$ cat config.mk
export PLATFORM = sky130hd
export DESIGN_NAME = fifo_access_scheduler
export DESIGN_NICKNAME = d
export VERILOG_FILES = /design/src/rtl/fifo_sched_pkg.sv /design/src/rtl/rr_arbiter.sv /design/src/rtl/fifo_access_scheduler.sv
export SDC_FILE = /design/constraint.sdc
export NUM_CORES = 1
export LEC_CHECK = 0
export ABC_AREA = 0
export BUFFER_PORTS_ARGS = -buffer_cell sky130_fd_sc_hd__buf_2
export CAP_MARGIN = 20
export CORE_ASPECT_RATIO = 1.75
export CORE_UTILIZATION = 50
export CTS_BUF_LIST = sky130_fd_sc_hd__clkbuf_4
export DETAILED_ROUTE_END_ITERATION = 8
export PLACE_DENSITY = 0.89
export SKIP_CTS_REPAIR_TIMING = 1
export SYNTH_ARGS = -nofsm -noshare
export SYNTH_HDL_FRONTEND = slang
export SYNTH_SLANG_ARGS = --single-unit
$ cat constraint.sdc
create_clock -name clock -period 3.1 [get_ports clock]
set_input_delay 0.31 -clock clock [delete_from_list [all_inputs] [get_ports clock]]
set_output_delay 0.31 -clock clock [all_outputs]
set_load 0.005 [all_outputs]
$ cat src/rtl/fifo_sched_pkg.sv
// Shared definitions for the FIFO access scheduler.
//   DATA_W     : FIFO word width
//   OCC_W      : width of the occupancy counter (covers 0..15)
//   BURST_W    : width of the write burst counter (covers 1..15)
//   op_t       : last granted operation, used for read/write alternation
//   ptr_width  : width of a round-robin pointer over n requesters, never 0
package fifo_sched_pkg;

  localparam int DATA_W  = 8;
  localparam int OCC_W   = 4;
  localparam int BURST_W = 4;

  typedef enum logic {
    OP_WRITE = 1'b0,
    OP_READ  = 1'b1
  } op_t;

  function automatic int ptr_width(input int n);
    return (n <= 2) ? 1 : $clog2(n);
  endfunction

endpackage

$ cat src/rtl/rr_arbiter.sv
// Combinational round-robin picker with an optional lock on one requester.
//   req      : request vector
//   ptr      : index of the most recently granted requester; the search starts after it
//   lock_en  : the locked requester keeps priority if it is still requesting
//   lock_idx : index of the locked requester
//   gnt      : one-hot grant (all zero when req is zero)
// All state lives in the caller.
module rr_arbiter
  import fifo_sched_pkg::*;
#(
  parameter  int N     = 4,
  localparam int PTR_W = ptr_width(N)
) (
  input  logic [N-1:0]     req,
  input  logic [PTR_W-1:0] ptr,
  input  logic             lock_en,
  input  logic [PTR_W-1:0] lock_idx,
  output logic [N-1:0]     gnt
);

  logic found;

  always_comb begin
    gnt   = '0;
    found = 1'b0;
    // A live lock overrides the rotation.
    for (int i = 0; i < N; i++) begin
      if (lock_en && req[i] && (i == int'(lock_idx))) begin
        gnt[i] = 1'b1;
        found  = 1'b1;
      end
    end
    // Rotation: first requester after ptr, wrapping; ptr itself is checked last.
    for (int k = 1; k <= N; k++) begin
      for (int i = 0; i < N; i++) begin
        if (!found && req[i] && (i == (int'(ptr) + k) % N)) begin
          gnt[i] = 1'b1;
          found  = 1'b1;
        end
      end
    end
  end

endmodule

$ cat src/rtl/fifo_access_scheduler.sv
// Sole driver of a linear FIFO's wn/rn/DATAIN pins. Shares the write side among
// N_WR producers (round-robin with burst lock) and interleaves one consumer's reads.
// A private occupancy count caps the FIFO at DEPTH-1 entries, so the pointer wrap
// never makes a full FIFO look empty, and alternation keeps reads from starving.
//
// Ports:
//   clock, reset        : posedge clock, synchronous active-high reset (shared with the FIFO)
//   wr_req / wr_data    : producer i has wr_data[8*i+:8] pending
//   wr_gnt              : one-hot, combinational
//   rd_req / rd_gnt     : consumer request and combinational accept
//   rd_valid / rd_data  : returned word, two cycles after rd_gnt; rd_data wired from fifo_dout
//   fifo_wn/rn/din      : registered FIFO controls, single-cycle pulses
//   fifo_dout           : FIFO DATAOUT
//   occupancy           : entries issued and not yet read, 0..DEPTH-1
//
// Handshake: a grant (wr_gnt[i] or rd_gnt) high in a cycle means that request was
// taken at the end of that cycle; the requester may present new data or drop the
// request in the next cycle. Grants are forced low while reset is high.
module fifo_access_scheduler
  import fifo_sched_pkg::*;
#(
  parameter int N_WR      = 4,
  parameter int DEPTH     = 8,
  parameter int MAX_BURST = 4
) (
  input  logic                   clock,
  input  logic                   reset,
  input  logic [N_WR-1:0]        wr_req,
  input  logic [N_WR*DATA_W-1:0] wr_data,
  output logic [N_WR-1:0]        wr_gnt,
  input  logic                   rd_req,
  output logic                   rd_gnt,
  output logic                   rd_valid,
  output logic [DATA_W-1:0]      rd_data,
  output logic                   fifo_wn,
  output logic                   fifo_rn,
  output logic [DATA_W-1:0]      fifo_din,
  input  logic [DATA_W-1:0]      fifo_dout,
  output logic [OCC_W-1:0]       occupancy
);

  localparam int                 PTR_W     = ptr_width(N_WR);
  localparam logic [OCC_W-1:0]   OCC_MAX   = OCC_W'(DEPTH - 1);
  localparam logic [BURST_W-1:0] BURST_MAX = BURST_W'(MAX_BURST);

  // rr_ptr doubles as the burst holder; burst_cnt == 0 means no holder.
  logic [PTR_W-1:0]   rr_ptr;
  logic [BURST_W-1:0] burst_cnt;
  op_t                last_op;

  logic               wr_ok;
  logic               rd_ok;
  logic               wr_win;
  logic               rd_win;
  logic               lock_en;
  logic               lock_hit;
  logic [N_WR-1:0]    arb_gnt;
  logic [PTR_W-1:0]   gnt_idx;
  logic [DATA_W-1:0]  gnt_word;

  assign wr_ok = (|wr_req) && (occupancy < OCC_MAX);
  assign rd_ok = rd_req && (occupancy != '0);

  // With both eligible, a read wins only right after a write.
  assign wr_win = !reset && wr_ok && (!rd_ok || (last_op == OP_READ));
  assign rd_win = !reset && rd_ok && !wr_win;

  assign lock_en  = (burst_cnt != '0) && (burst_cnt < BURST_MAX);
  assign lock_hit = lock_en && wr_req[rr_ptr];

  rr_arbiter #(
    .N (N_WR)
  ) u_arb (
    .req      (wr_req),
    .ptr      (rr_ptr),
    .lock_en  (lock_en),
    .lock_idx (rr_ptr),
    .gnt      (arb_gnt)
  );

  always_comb begin
    gnt_idx  = '0;
    gnt_word = '0;
    for (int i = 0; i < N_WR; i++) begin
      if (arb_gnt[i]) begin
        gnt_idx  = PTR_W'(i);
        gnt_word = wr_data[DATA_W*i +: DATA_W];
      end
    end
  end

  assign wr_gnt  = wr_win ? arb_gnt : '0;
  assign rd_gnt  = rd_win;
  assign rd_data = fifo_dout;

  always_ff @(posedge clock) begin
    if (reset) begin
      fifo_wn   <= 1'b0;
      fifo_rn   <= 1'b0;
      fifo_din  <= '0;
      rd_valid  <= 1'b0;
      occupancy <= '0;
      rr_ptr    <= PTR_W'(N_WR - 1);
      burst_cnt <= '0;
      last_op   <= OP_READ;
    end else begin
      fifo_wn  <= wr_win;
      fifo_rn  <= rd_win;
      // FIFO DATAOUT updates on the edge that samples rn, so valid trails rn by one cycle.
      rd_valid <= fifo_rn;
      if (wr_win) begin
        fifo_din  <= gnt_word;
        occupancy <= occupancy + OCC_W'(1);
        last_op   <= OP_WRITE;
        rr_ptr    <= gnt_idx;
        // A rotation pick (including the same port re-picked after its burst
        // expired) starts a fresh burst.
        burst_cnt <= lock_hit ? burst_cnt + BURST_W'(1) : BURST_W'(1);
      end else begin
        if (rd_win) begin
          occupancy <= occupancy - OCC_W'(1);
          last_op   <= OP_READ;
        end
        // A holder that stops requesting gives up its lock; reads alone keep it.
        if (!wr_req[rr_ptr]) begin
          burst_cnt <= '0;
        end
      end
    end
  end

endmodule

==> results.yml, run 1 <==
run_status:
  status: "completed"
timing:
  slew-limit-headroom_pct: 58.3
  worst_pin_slew_ns: 0.625
  drv_slew: 0
  finalHoldViolCount: 0
  finalWorstSetupSlack_ns: 0.387
  min_period_ns: 2.71
  fin_worst_skew_ns: 0.0117
  fin_hold_ws_ns: 0.280
  rsz0062_at_grt: "no"
  setup_viol: 0
  fin_crit_sh_pct: 87.5
  fin_tns_setup_ns: 0
  fmax_mhz: 369
finish:
  fillers: 311
  areaGrowthSynthToFinish_pct: 13.4
  layout_common_cells: "58 x buf_2, 22 x nand2_1, 22 x dfxtp_1, 20 x nor2_1, 11 x a21oi_1"
  antenna_cells: 0
  multi_input_area_sq_mm: 0.00114
  final_common_cell: "buf_2"
  drive_above_1_share_pct: 32.0
  num-nets-final: 309
  regArea_sq_um: 440
clocking:
  cts_buffers: 3
  clock_sinks: 22
  cts_max_path_buffers: 2
  cts_tree: "done"
  cts_root_buffer: "clkbuf_4"
  htreeDepth: 1
  clk_pin_slew_ns: 0.13
  insertion_delay_ns: 0.31
synthesis:
  syn_avg_cell_area_sq_um: 8.15
  yosys_warnings: 0
  synth_flop_cell: "dfxtp_1"
  synthesis.area_sq_mm: 0.00176
  postSynthCellCount: 216
  seq_area_frac_synth_pct: 25.0
  synth_top_area_share_pct: 25.0
  synth_area_leaders: "dfxtp_1 25%, a221oi_1 5.0%, nand2_1 4.7%"
  synth_edf_count: 0
  ys_ff_latch: 22
  syn_nets: 268
  synth.distinct_cells: 59
  synth_top_area_cell: "dfxtp_1"
  ys_async_sr_fraction_pct: 0
floorplanning:
  design.core.area_sq_mm: 0.00336
  rows: 28
  die_w_um: 46.9
  die_y_um: 80.5
  start_util_pct: 52.3
  io_pins: 75
  dieArea_sq_mm: 0.00377
grt:
  track_usage_pct: 25.8
  antenna_found_initial: 0
  grt_pass1_vias: 1734
  grt_max_degree: 26
  grt_pass1_wl_um: 7410
  grt.overflow.total: 0
worst_setup_path:
  cp_slowest_cell: "nor3_4"
  worstPathCellList: "inv_1 -> ha_1 -> nor3_4 -> o221ai_1 -> o22ai_2 -> o21ai_2 -> and2_4 -> buf_2"
  critPathMaxStageDelay_ns: 0.47
  critPathRequiredTime_ns: 2.79
  worstPathArrival_ns: 2.40
  crit_path_max_fanout: 16
  critical_path_class: "flip-flop to output port"
  end_kind: "output port"
  startpoint_type: "flip-flop"
drt:
  via_per_inst: 6.20
  drc_errors: 0
  drt_wl_total_um: 4630
  vias: 1866
  ant_nets: 0
  wl_per_cell_um: 15.4
  drt_iter0_drc: 102
  dr.pass1.iters: 4
place:
  io_buffers: 58
  dp_hpwl_um: 3340
  gp_congestion: 0.828
  place_ws_ns: 0.511
pwr:
  fin_total_pwr_mw: 1.53
  power-per-cell-area_mw_per_mm2: 768
  ir_drop_v: 0.000529
  total_leakage_power_nw: 0.835
worst_hold_path:
  hp-class: "primary input to flip-flop"
run:
  maxCapViolations: 0
[worst paths after layout]
check,slack (ns),endpoint,cells past startpoint,startpoint
max,0.39,wr_gnt[3],8,burst_cnt[0]
min,0.28,fifo_din[4],3,wr_data[4]
max reg2reg,0.48,occupancy[3],10,occupancy[0]
min reg2reg,0.47,rd_valid,1,fifo_rn
[per-layer routing]
metal	part of all wire, %	track usage, %	up-vias
met5	0	0	-
met4	1.7	8.86	0
met3	5.4	2.92	6
met2	53	45.7	85
met1	40	30.0	883
li1	-	-	892
[logic make-up (layout without fill, tap and decap cells)]
logic type      after synthesis  in the layout  synth area share (%)
simple gates                 88             88                  25.7
fa+ha+maj                     5              5                  3.98
compound gates               65             65                  31.8
xor+xnor                      3              3                  1.49
buf+inv                      30             70                  10.2
flops                        22             22                  25.0
mux                           3              3                  1.85
[registers in the layout, summed over array words and instances (netlist names)]
signal and cells:
rd_valid 1, occupancy 4, fifo_rn 1, fifo_wn 1
last_op 1, rr_ptr 2, fifo_din 8, burst_cnt 4
[cell usage after synthesis (3+ instances only)]
cell type / instances
a21oi_1: 11
a221oi_1: 10
a311oi_1: 9
a32oi_1: 8
and3_1: 8
buf_2: 5
buf_4: 10
buf_6: 3
clkbuf_1: 6
dfxtp_1: 22
ha_1: 4
inv_1: 4
nand2_1: 22
nand2b_1: 4
nand3_1: 10
nor2_1: 20
nor2b_1: 3
nor3_1: 6
xnor2_1: 3
[worst max-delay path, delay by kind of cell, from the launching register on]
kind                     cells  cell delay [ns]
AND/OR/NAND/NOR              2             0.65
buffers and inverters        2             0.18
AO/OA/AOI/OAI                3             0.62
flip-flops                   1             0.39
adder cells (fa/ha/maj)      1             0.26
[cell type report]
type	instances	share of cell area, %
repair buffers	61	15.7
multi-input cells	164	57.2
flip-flops and latches	22	22.1
clock buffers	3	1.13
clock inverters	1	0.188
inverters	5	0.940
well taps	45	2.82
[stage by stage]
| stage | utilization (%) | cells | area (sq um) |
|---|---|---|---|
| after floorplan | - | 216 | 1760 |
| after global placement | 58.6 | 297 | 1970 |
| after detailed placement | 58.6 | 297 | 1970 |
| after CTS | 59.3 | 301 | 2000 |
| after global routing | 59.3 | 301 | 2000 |
| final | 59.3 | 301 | 2000 |
[where the power goes]
group          switching (mW)  internal, mW
sequential              0.110         0.367
combinational           0.511         0.411
clock                  0.0874        0.0470
Note: power is estimated with default switching activity, not from simulation.
==> inputs of run 2 (changes only) <==
- SETUP_SLACK_MARGIN: default -> 0.4
- clock period: 3.1 -> 3.2 ns (I/O delays scaled with it)
==> run 2 against run 1 <==
  * Power increased by 4.0%
  * Via count increased by 2.0%
  * Critical path depth increased by 2
  * Clock-buffer cell count unchanged
  * First-iteration DRC count decreased by 26%
  * Setup slack improved by 0.13 ns
  * Final cell count increased by 1.3%
  * Highest routed layer unchanged
==> results.yml, run 2 (synthesis gave the netlist of run 1 again) <==
drt:
  drt_wl_total_um: 4540
  wl_met1_um: 1790
  drc_errors: 0
  wl_met2_um: 2440
  wl_per_cell_um: 14.9
  via_per_inst: 6.24
  dr.pass1.iters: 4
  ant_nets: 0
  wl_met3_um: 248
  drt_iter0_drc: 75
  highest-signal-layer: "met4"
  vias: 1904
run:
  maxCapViolations: 0
timing:
  finalHoldViolCount: 0
  fin_worst_skew_ns: 0.00962
  rsz0062_at_grt: "yes"
  min_period_ns: 2.68
  finalWorstSetupSlack_ns: 0.518
  drv_slew: 0
  fin_hold_ws_ns: 0.293
  fmax_mhz: 373
  fin_tns_setup_ns: 0
  worst_pin_slew_ns: 0.602
  fin_crit_sh_pct: 83.8
  setup_viol: 0
  slew-limit-headroom_pct: 59.7
floorplanning:
  io_pins: 75
  die_y_um: 80.5
  rows: 28
  die_w_um: 46.9
  dieArea_sq_mm: 0.00377
  start_util_pct: 52.3
  design.core.area_sq_mm: 0.00336
run_status:
  status: "completed"
worst_setup_path:
  worstPathCellList: "inv_1 -> ha_1 -> nor3_4 -> buf_12 -> o221ai_1 -> o22ai_2 -> buf_4 -> nand2b_1 -> a31oi_1 -> buf_2"
  critical_path_class: "flip-flop to output port"
  reg2reg_depth: 10
  end_kind: "output port"
  worstPathArrival_ns: 2.36
  cp_slowest_cell: "dfxtp_1"
  reg2reg_from: "occupancy[1]"
  path_delay_family: "buffers and inverters"
  r2r_slack_ns: 0.65
  critPathMaxStageDelay_ns: 0.41
  crit_path_max_fanout: 12
  crit_cells: 10
  startpoint_type: "flip-flop"
  worst-path-buf-inv: 4
  r2r_end: "occupancy[3]"
  critPathRequiredTime_ns: 2.88
clocking:
  insertion_delay_ns: 0.32
  clk_pin_slew_ns: 0.13
  clock_sinks: 22
  cts_max_path_buffers: 2
  cts_tree: "done"
  cts_buffers: 3
  htreeDepth: 1
  cts_root_buffer: "clkbuf_4"
pwr:
  power-per-cell-area_mw_per_mm2: 769
  total_leakage_power_nw: 0.871
  fin_total_pwr_mw: 1.59
  ir_drop_v: 0.000408
finish:
  regArea_sq_um: 445
  num-nets-final: 313
  layout_common_cells: "58 x buf_2, 22 x nand2_1, 20 x nor2_1, 20 x dfxtp_1, 11 x a21oi_1"
  final_cells: 305
  drive_above_1_share_pct: 34.2
  areaGrowthSynthToFinish_pct: 17.8
  fillers: 326
  largest_register: "fifo_din"
  final_common_cell: "buf_2"
  largest_register_ffs: 8
  largestRegisters: "fifo_din (8), burst_cnt (4), occupancy (4)"
  antenna_cells: 0
  multi_input_area_sq_mm: 0.00115
worst_hold_path:
  hold-path-endpoint: "fifo_din[4]"
  hp-class: "primary input to flip-flop"
  hold_depth: 3
  min_from: "wr_data[4]"
place:
  place_ws_ns: 0.646
  place_inst: 296
  dp_hpwl_um: 3190
  gp_congestion: 0.813
  io_buffers: 58
grt:
  track_usage_pct: 24.1
  grt_pass1_wl_um: 7050
  antenna_found_initial: 0
  grt_max_degree: 26
  grt_pass1_vias: 1688
  grt.overflow.total: 0
## run 2: cell types whose count changed in the layout (fill, tap and decap cells not counted), sizes merged
cell and delta:
clkinv -1, bufinv +1, o221a +1, buf +3
## run 2: final cells by class
| cell class | instances | area share, % |
|---|---|---|
| clock buffers | 3 | 1.09 |
| clock inverters | 1 | 1.45 |
| inverters | 5 | 0.905 |
| multi-input cells | 165 | 55.6 |
| flip-flops and latches | 22 | 21.5 |
| well taps | 45 | 2.72 |
| repair buffers | 64 | 16.8 |
## run 2: per-stage QoR
| stage | instance area [sq um] | utilization, % |
|---|---|---|
| 6_report | 2070 | 61.6 |
| 5_1_grt | 2070 | 61.6 |
| 4_1_cts | 2010 | 59.9 |
| 3_5_place_dp | 1960 | 58.3 |
| 3_3_place_gp | 1960 | 58.3 |
| 2_1_floorplan | 1760 | - |
## run 2: worst max path at each step
stage | startpoint | endpoint | slack (ns)
2_1_floorplan | occupancy[0] | occupancy[3] | 0.76
3_3_place_gp | occupancy[0] | occupancy[3] | 0.70
3_5_place_dp | burst_cnt[0] | fifo_din[3] | 0.65
4_1_cts | rr_ptr[1] | wr_gnt[0] | 0.31
5_1_grt | burst_cnt[0] | wr_gnt[0] | 0.38
6_report | burst_cnt[0] | wr_gnt[0] | 0.52
## run 2: per-layer routing
layer  global-route usage [%]  vias up
met5                        0        -
li1                         -      909
met2                     43.2       92
met4                     8.29        0
met1                     28.6      894
met3                     1.57        9
## run 2: worst min-delay path, stage by stage
cell,delay [ns]
buf_2,0.10
nand3_1,0.07
a311oi_1,0.08
## run 2: report_power, final
group / internal (mW) / switching, mW / leakage [nW]
clock: 0.127 / 0.0897 / 0.0279
combinational: 0.418 / 0.478 / 0.661
sequential: 0.359 / 0.123 / 0.182
total: 0.904 / 0.691 / 0.871
